===== config.mk =====
export PLATFORM = sky130hd
export DESIGN_NAME = cache_fill_sequencer_flat
export DESIGN_NICKNAME = d
export VERILOG_FILES = /design/src/rtl/cache_fill_sequencer_if.sv /design/src/rtl/cache_fill_sequencer.sv /design/src/flat_wrapper.sv
export SDC_FILE = /design/constraint.sdc
export NUM_CORES = 2
export LEC_CHECK = 0
export CAP_MARGIN = 20
export CORE_MARGIN = 8
export CORE_UTILIZATION = 35
export CTS_CLUSTER_DIAMETER = 30
export CTS_CLUSTER_SIZE = 20
export DETAILED_ROUTE_END_ITERATION = 6
export GPL_ROUTABILITY_DRIVEN = 0
export HOLD_SLACK_MARGIN = 0.08
export SYNTH_ARGS = -nofsm -noshare
export SYNTH_HDL_FRONTEND = slang
export SYNTH_SLANG_ARGS = --single-unit

===== constraint.sdc =====
create_clock -name clk -period 37.5 [get_ports clk]
set_clock_uncertainty 0.1 [all_clocks]
set_input_delay 7.5 -clock clk [delete_from_list [all_inputs] [get_ports clk]]
set_output_delay 7.5 -clock clk [all_outputs]
set_load 0.1 [all_outputs]

===== src/rtl/cache_fill_sequencer_if.sv =====
// Request/fill/memory-bus signal bundle for cache_fill_sequencer.
// master = the sequencer, slave = the L1 requesters plus memory bus it talks to.
interface cache_fill_sequencer_if #(
  parameter int NUM_REQ = 3,
  parameter int ADDR_W  = 64,
  parameter int BUS_DW  = 64,
  parameter int BUS_TW  = 13,
  parameter int BEATS   = 8,
  parameter int ID_W    = 2
);
  logic [NUM_REQ-1:0]        req_valid;
  logic [NUM_REQ*ADDR_W-1:0] req_addr;
  logic [NUM_REQ-1:0]        req_grant;
  logic                      fill_valid;
  logic [ID_W-1:0]           fill_id;
  logic [ADDR_W-1:0]         fill_addr;
  logic [BEATS*BUS_DW-1:0]   fill_line;
  logic                      busy;
  logic                      bus_reqcyc;
  logic                      bus_reqack;
  logic [BUS_DW-1:0]         bus_req;
  logic [BUS_TW-1:0]         bus_reqtag;
  logic                      bus_respcyc;
  logic                      bus_respack;
  logic [BUS_DW-1:0]         bus_resp;
  logic [BUS_TW-1:0]         bus_resptag;

  modport master (
    input  req_valid, req_addr, bus_reqack, bus_respcyc, bus_resp, bus_resptag,
    output req_grant, fill_valid, fill_id, fill_addr, fill_line, busy,
           bus_reqcyc, bus_req, bus_reqtag, bus_respack
  );

  modport slave (
    output req_valid, req_addr, bus_reqack, bus_respcyc, bus_resp, bus_resptag,
    input  req_grant, fill_valid, fill_id, fill_addr, fill_line, busy,
           bus_reqcyc, bus_req, bus_reqtag, bus_respack
  );
endinterface


===== src/rtl/cache_fill_sequencer.sv =====
// Arbitrates L1 line-fill misses onto one memory bus and assembles BEATS beats into a line.
// Define FILL_ARB_RR_EN for round-robin arbitration; default is fixed priority 0 > 1 > 2.
module cache_fill_sequencer #(
  parameter int                NUM_REQ  = 3,
  parameter int                ADDR_W   = 64,
  parameter int                BUS_DW   = 64,
  parameter int                BUS_TW   = 13,
  parameter int                BEATS    = 8,
  parameter logic [BUS_TW-1:0] MEM_READ = BUS_TW'(1)
) (
  input logic                    clk,
  input logic                    reset,
  cache_fill_sequencer_if.master io
);
  localparam int ID_W  = 2;
  localparam int CNT_W = $clog2(BEATS);

  typedef enum logic [1:0] {ST_IDLE, ST_REQ, ST_BEAT, ST_DONE} state_t;

  state_t                  state_q;
  logic [NUM_REQ-1:0]      req_grant_q;
  logic                    fill_valid_q;
  logic [ID_W-1:0]         fill_id_q;
  logic [ADDR_W-1:0]       fill_addr_q;
  logic [BEATS*BUS_DW-1:0] fill_line_q;
  logic                    bus_reqcyc_q;
  logic [BUS_DW-1:0]       bus_req_q;
  logic [BUS_TW-1:0]       bus_reqtag_q;
  logic                    bus_respack_q;
  logic [ID_W-1:0]         id_q;
  logic [ADDR_W-1:0]       addr_q;
  logic [CNT_W-1:0]        cnt_q;

  logic [ADDR_W-1:0]       req_addr_arr [NUM_REQ];
  logic [BEATS*BUS_DW-1:0] line_d;
  logic                    win_found;
  logic [ID_W-1:0]         win_idx;
  logic                    beat_accept;
  logic                    last_beat;

  assign beat_accept = (state_q == ST_BEAT) && io.bus_respcyc && (io.bus_resptag == MEM_READ);
  assign last_beat   = (cnt_q == CNT_W'(BEATS - 1));

  for (genvar gi = 0; gi < NUM_REQ; gi++) begin : g_addr
    assign req_addr_arr[gi] = io.req_addr[gi*ADDR_W +: ADDR_W];
  end

  // line_d already contains the beat being accepted this cycle, so the final
  // beat can be folded straight into fill_line_q on the same edge.
  for (genvar gi = 0; gi < BEATS; gi++) begin : g_beat
    logic              hit;
    logic [BUS_DW-1:0] beat_q;
    assign hit = beat_accept && (cnt_q == CNT_W'(gi));
    always_ff @(posedge clk or posedge reset) begin
      if (reset) begin
        beat_q <= '0;
      end else if (hit) begin
        beat_q <= io.bus_resp;
      end
    end
    assign line_d[gi*BUS_DW +: BUS_DW] = hit ? io.bus_resp : beat_q;
  end

`ifdef FILL_ARB_RR_EN
  logic [ID_W-1:0] rr_ptr_q;
  logic [ID_W-1:0] rr_next;
  int              rr_cand;

  always_comb begin
    win_found = 1'b0;
    win_idx   = '0;
    rr_cand   = 0;
    for (int k = 0; k < NUM_REQ; k++) begin
      rr_cand = (int'(rr_ptr_q) + k) % NUM_REQ;
      if (!win_found && io.req_valid[rr_cand]) begin
        win_found = 1'b1;
        win_idx   = ID_W'(rr_cand);
      end
    end
  end

  assign rr_next = ID_W'((int'(win_idx) + 1) % NUM_REQ);
`else
  always_comb begin
    win_found = 1'b0;
    win_idx   = '0;
    for (int k = NUM_REQ - 1; k >= 0; k--) begin
      if (io.req_valid[k]) begin
        win_found = 1'b1;
        win_idx   = ID_W'(k);
      end
    end
  end
`endif

  always_ff @(posedge clk or posedge reset) begin
    if (reset) begin
      state_q       <= ST_IDLE;
      req_grant_q   <= '0;
      fill_valid_q  <= 1'b0;
      fill_id_q     <= '0;
      fill_addr_q   <= '0;
      fill_line_q   <= '0;
      bus_reqcyc_q  <= 1'b0;
      bus_req_q     <= '0;
      bus_reqtag_q  <= '0;
      bus_respack_q <= 1'b0;
      id_q          <= '0;
      addr_q        <= '0;
      cnt_q         <= '0;
`ifdef FILL_ARB_RR_EN
      rr_ptr_q      <= '0;
`endif
    end else begin
      req_grant_q   <= '0;
      fill_valid_q  <= 1'b0;
      bus_respack_q <= 1'b0;
      case (state_q)
        ST_IDLE: begin
          if (win_found) begin
            req_grant_q <= NUM_REQ'(1) << win_idx;
            id_q        <= win_idx;
            addr_q      <= req_addr_arr[win_idx] & ~ADDR_W'(63);
            state_q     <= ST_REQ;
`ifdef FILL_ARB_RR_EN
            rr_ptr_q    <= rr_next;
`endif
          end
        end
        // First REQ cycle raises the request; an ack is only honoured once it is visible.
        ST_REQ: begin
          if (!bus_reqcyc_q) begin
            bus_reqcyc_q <= 1'b1;
            bus_req_q    <= BUS_DW'(addr_q);
            bus_reqtag_q <= MEM_READ;
          end else if (io.bus_reqack) begin
            bus_reqcyc_q <= 1'b0;
            bus_req_q    <= '0;
            bus_reqtag_q <= '0;
            state_q      <= ST_BEAT;
          end
        end
        ST_BEAT: begin
          if (beat_accept) begin
            bus_respack_q <= 1'b1;
            if (last_beat) begin
              cnt_q        <= '0;
              fill_valid_q <= 1'b1;
              fill_id_q    <= id_q;
              fill_addr_q  <= addr_q;
              fill_line_q  <= line_d;
              state_q      <= ST_DONE;
            end else begin
              cnt_q <= cnt_q + 1'b1;
            end
          end
        end
        ST_DONE: state_q <= ST_IDLE;
        default: state_q <= ST_IDLE;
      endcase
    end
  end

  assign io.req_grant   = req_grant_q;
  assign io.fill_valid  = fill_valid_q;
  assign io.fill_id     = fill_id_q;
  assign io.fill_addr   = fill_addr_q;
  assign io.fill_line   = fill_line_q;
  assign io.busy        = (state_q != ST_IDLE);
  assign io.bus_reqcyc  = bus_reqcyc_q;
  assign io.bus_req     = bus_req_q;
  assign io.bus_reqtag  = bus_reqtag_q;
  assign io.bus_respack = bus_respack_q;
endmodule


===== src/flat_wrapper.sv =====
// flat-port wrapper written by rule: the top's interface ports become plain ports
module cache_fill_sequencer_flat 
#(
  parameter int                NUM_REQ  = 3,
  parameter int                ADDR_W   = 64,
  parameter int                BUS_DW   = 64,
  parameter int                BUS_TW   = 13,
  parameter int                BEATS    = 8,
  parameter logic [BUS_TW-1:0] MEM_READ = BUS_TW'(1)
)
  (clk, reset, io_req_valid, io_req_addr, io_bus_reqack, io_bus_respcyc, io_bus_resp, io_bus_resptag, io_req_grant, io_fill_valid, io_fill_id, io_fill_addr, io_fill_line, io_busy, io_bus_reqcyc, io_bus_req, io_bus_reqtag, io_bus_respack);
  cache_fill_sequencer_if #(.NUM_REQ(NUM_REQ), .ADDR_W(ADDR_W), .BUS_DW(BUS_DW), .BUS_TW(BUS_TW), .BEATS(BEATS)) io_i ();
  input logic clk;
  input logic reset;
  input wire logic [$bits(io_i.req_valid)-1:0] io_req_valid;
  input wire logic [$bits(io_i.req_addr)-1:0] io_req_addr;
  input wire logic [$bits(io_i.bus_reqack)-1:0] io_bus_reqack;
  input wire logic [$bits(io_i.bus_respcyc)-1:0] io_bus_respcyc;
  input wire logic [$bits(io_i.bus_resp)-1:0] io_bus_resp;
  input wire logic [$bits(io_i.bus_resptag)-1:0] io_bus_resptag;
  output wire logic [$bits(io_i.req_grant)-1:0] io_req_grant;
  output wire logic [$bits(io_i.fill_valid)-1:0] io_fill_valid;
  output wire logic [$bits(io_i.fill_id)-1:0] io_fill_id;
  output wire logic [$bits(io_i.fill_addr)-1:0] io_fill_addr;
  output wire logic [$bits(io_i.fill_line)-1:0] io_fill_line;
  output wire logic [$bits(io_i.busy)-1:0] io_busy;
  output wire logic [$bits(io_i.bus_reqcyc)-1:0] io_bus_reqcyc;
  output wire logic [$bits(io_i.bus_req)-1:0] io_bus_req;
  output wire logic [$bits(io_i.bus_reqtag)-1:0] io_bus_reqtag;
  output wire logic [$bits(io_i.bus_respack)-1:0] io_bus_respack;
  assign io_i.req_valid = io_req_valid;
  assign io_i.req_addr = io_req_addr;
  assign io_i.bus_reqack = io_bus_reqack;
  assign io_i.bus_respcyc = io_bus_respcyc;
  assign io_i.bus_resp = io_bus_resp;
  assign io_i.bus_resptag = io_bus_resptag;
  assign io_req_grant = io_i.req_grant;
  assign io_fill_valid = io_i.fill_valid;
  assign io_fill_id = io_i.fill_id;
  assign io_fill_addr = io_i.fill_addr;
  assign io_fill_line = io_i.fill_line;
  assign io_busy = io_i.busy;
  assign io_bus_reqcyc = io_i.bus_reqcyc;
  assign io_bus_req = io_i.bus_req;
  assign io_bus_reqtag = io_i.bus_reqtag;
  assign io_bus_respack = io_i.bus_respack;
  cache_fill_sequencer #(.NUM_REQ(NUM_REQ), .ADDR_W(ADDR_W), .BUS_DW(BUS_DW), .BUS_TW(BUS_TW), .BEATS(BEATS), .MEM_READ(MEM_READ)) u_core (.clk(clk), .reset(reset), .io(io_i));
endmodule

==> qor.yml <==
vias: 41210
r2r_end: "u_core.g_beat[3].beat_q[32]"
layout_common_cells: "dfrtp_1 (1149), clkdlybuf4s50_1 (887), nand2_1 (861)"
violations: "DRC"
start_util_pct: 35.17
cp.arrival_ns: 12.52
critPathRequiredTime_ns: 38.05
dp.cells: 6833
rows: 135
yosysWarnings: 0
worst_pin_slew_ns: 1.222
rsz0062_at_grt: "false"
fin_crit_ns: 11.97
die-area_mm2: 0.1476
clock_sinks: 1150
placed_cell_area_mm2: 0.05720
r2r_cells: 10
critical_path.max_fanout: 206
synth.yosys.seq_area_share_pct: 60.64
synth_area_mm2: 0.04746
crit_top_cell: "buf_4"
crit_start: "io_bus_resptag[3]"
ir_drop_mv: 0.05095
hold_violations: 0
viasPerCell: 5.607
grt_pass1_vias: 40910
port_buffers: 895
fmax_ghz: 0.08357
finish.instance_area_mm2: 0.06717
antenna_found_initial: 21
cts_root_buf: "clkbuf_16"
finalSetupTns_ns: 0
cts_buffers: 292
ios: 938
num-nets-final: 5638
postCtsResizedCells: 0
path_delay_family: "buffers and inverters"
core_mm2: 0.1350
post-cts-setup-buffers: 0
synth-seq-cells: 1150
grt_max_degree: 214
first_pass_iters: 7
clk_transition_reported_paths_ns: 0.05
path_class: "in -> reg"
wl_per_cell_um: 25.91
drt_first_iter_violations: 3709
drt_wl_total_um: 190400
grt_usage_pct: 24.68
cts_tree: "yes"
maxSlewHeadroom_pct: 18.25
syn_to_final_growth_pct: 41.53
startpoint_type: "input port"
clk_path_buf_depth: 4
leakagePower_nw: 31.99
slowest_delay_ns: 0.69
cts_htree_levels: 5
syn_area_per_cell_um2: 10.34
outcome: "complete, but fails checks"
drcViolationCount: 2
mostFrequentLayoutCell: "dfrtp_1"
power.density_mw_per_mm2: 64.01
r2r_start: "u_core.state_q[0]"
holdBufCountCts: 0
grt_pass1_wl_um: 277600
synth_cell_types: 46
dp_hpwl_um: 117500
die_w_um: 384.2
fp.dieH_um: 384.2
hold_path.class: "reg -> reg"
period_share_pct: 31.91
syn-instance-count: 4590
ant_nets: 0
endpoint_kind: "flop"
drv_slew: 0
critPathCapture: "u_core.io.fill_line[294]"
worst-r2r-setup-slack_ns: 31.88
setup_violations: 0
crit_chain: "clkdlybuf4s50_1 -> nor4_4 -> nand4_4 -> buf_4 -> buf_4 -> nor2_4 -> buf_4 -> buf_4 -> buf_12 -> a31oi_1"
fin_cells: 7350
gr-total-overflow: 0
finalPower_w: 0.004299
critPathSlowestCell: "buf_4"
clk_latency_ns: 0.89
maxCapViolCount: 0
critPathBufInv: 6
layout-drive-gt1-share_pct: 12.05
critical_path_depth: 10
fin_util_pct: 49.77
==> how the worst min path moves through the flow <==
stage                             from                       to  slack (ns)  cells after the start
3_3_place_gp   u_core.io.fill_addr[21]  u_core.io.fill_addr[21]        0.35                      2
4_1_cts              u_core.addr_q[27]  u_core.io.fill_addr[27]        0.36                      2
5_1_grt        u_core.io.fill_addr[59]  u_core.io.fill_addr[59]        0.38                      2
6_report             u_core.addr_q[27]  u_core.io.fill_addr[27]        0.36                      2
3_5_place_dp   u_core.io.fill_addr[59]  u_core.io.fill_addr[59]        0.35                      2
2_1_floorplan           u_core.id_q[0]     u_core.io.fill_id[0]        0.35                      2
==> layer usage <==
| metal | wire length (µm) | GRT usage, % | vias to the layer above | share of wire (%) |
|---|---|---|---|---|
| met5 | 78 | 0 | - | 0.041 |
| met4 | 8619 | 11.37 | 12 | 4.5 |
| met3 | 17440 | 8.286 | 375 | 9.2 |
| met2 | 89460 | 38.82 | 1825 | 47 |
| met1 | 74800 | 30.73 | 20920 | 39 |
| li1 | - | - | 18080 | - |
==> metrics by stage <==
stage / worst slack, ns / hold slack [ns]
after floorplan: 14.02 / 0.3470
after detailed placement: 24.54 / 0.3548
after CTS: 25.48 / 0.3618
after global placement: 24.60 / 0.3512
final: 25.53 / 0.3554
after global routing: 25.40 / 0.3773
==> worst min-delay path, stage by stage (launching register included) <==
cell and delay, ns:
dfrtp_1 0.37, nand2_1 0.06, nand2_1 0.06
==> where the power goes <==
part / switching, W / total, W / internal, W
clock network: 0.000744 / 0.00249 / 0.00174
registers: 0.0000493 / 0.00135 / 0.00130
logic: 0.000336 / 0.000460 / 0.000124
total: 0.00113 / 0.00430 / 0.00317
==> final cells by class <==
| cell class | count | area (µm²) |
|---|---|---|
| sequential | 1150 | 28780 |
| timing repair buffer | 968 | 9737 |
| clock inverter | 130 | 1655 |
| fill | 12070 | 67790 |
| tap | 1781 | 2228 |
| multi-input combinational | 2930 | 16560 |
| clock buffer | 371 | 8119 |
| antenna | 9 | 22.52 |
| inverter | 11 | 67.56 |
==> cell families (layout without fill, tap and decap cells) <==
logic type,count (synthesis),count (layout),share of synthesized area (%)
mux,181,181,4.300
flops,1150,1150,60.64
other cells,1,33,0.007902
simple gates,1290,1290,12.28
fa+ha+maj,9,9,0.2373
buf+inv,533,1480,4.996
compound gates,1426,1426,17.55
==> state kept, by name, indices dropped and copies added (netlist names) <==
name                   flops
u_core.io.bus_reqtag       1
u_core.cnt_q               3
u_core.io.fill_line      512
u_core.io.fill_valid       1
u_core.io.fill_id          2
u_core.g_beat.beat_q     448
u_core.id_q                2
u_core.io.fill_addr       58
u_core.addr_q             58
u_core.state_q             2
u_core.io.bus_respack      1
u_core.io.bus_reqcyc       1
u_core.io.bus_req         58
u_core.io.req_grant        3
==> cells in the mapped netlist (all sizes together) <==
library cell,instances,area (µm²)
o32a,1,10.01
nor4,2,42.54
a2bb2oi,11,96.34
clkbuf,337,1265
a21boi,1,7.510
a31oi,373,2333
nand3,96,480.5
conb,1,3.750
a21o,3,22.52
nand2,869,3262
a221oi,1,8.760
ha,9,112.6
nand2b,1,6.260
and2,17,106.4
a22o,58,508.0
inv,9,33.78
o21ai,446,2232
and3b,1,8.760
nor2,5,21.27
and4,1,8.760
and4b,1,10.01
dfrtp,1150,28780
o21bai,1,7.510
nor4b,1,23.77
nand4,292,1833
mux2,123,1460
a211oi,11,82.58
a21bo,19,190.2
o211ai,128,960.9
nor3,1,5.000
a21oi,373,1867
nor2b,3,18.77
mux2i,58,580.6
buf,185,1064
clkinv,2,8.750
(Power assumes the default switching activity.)
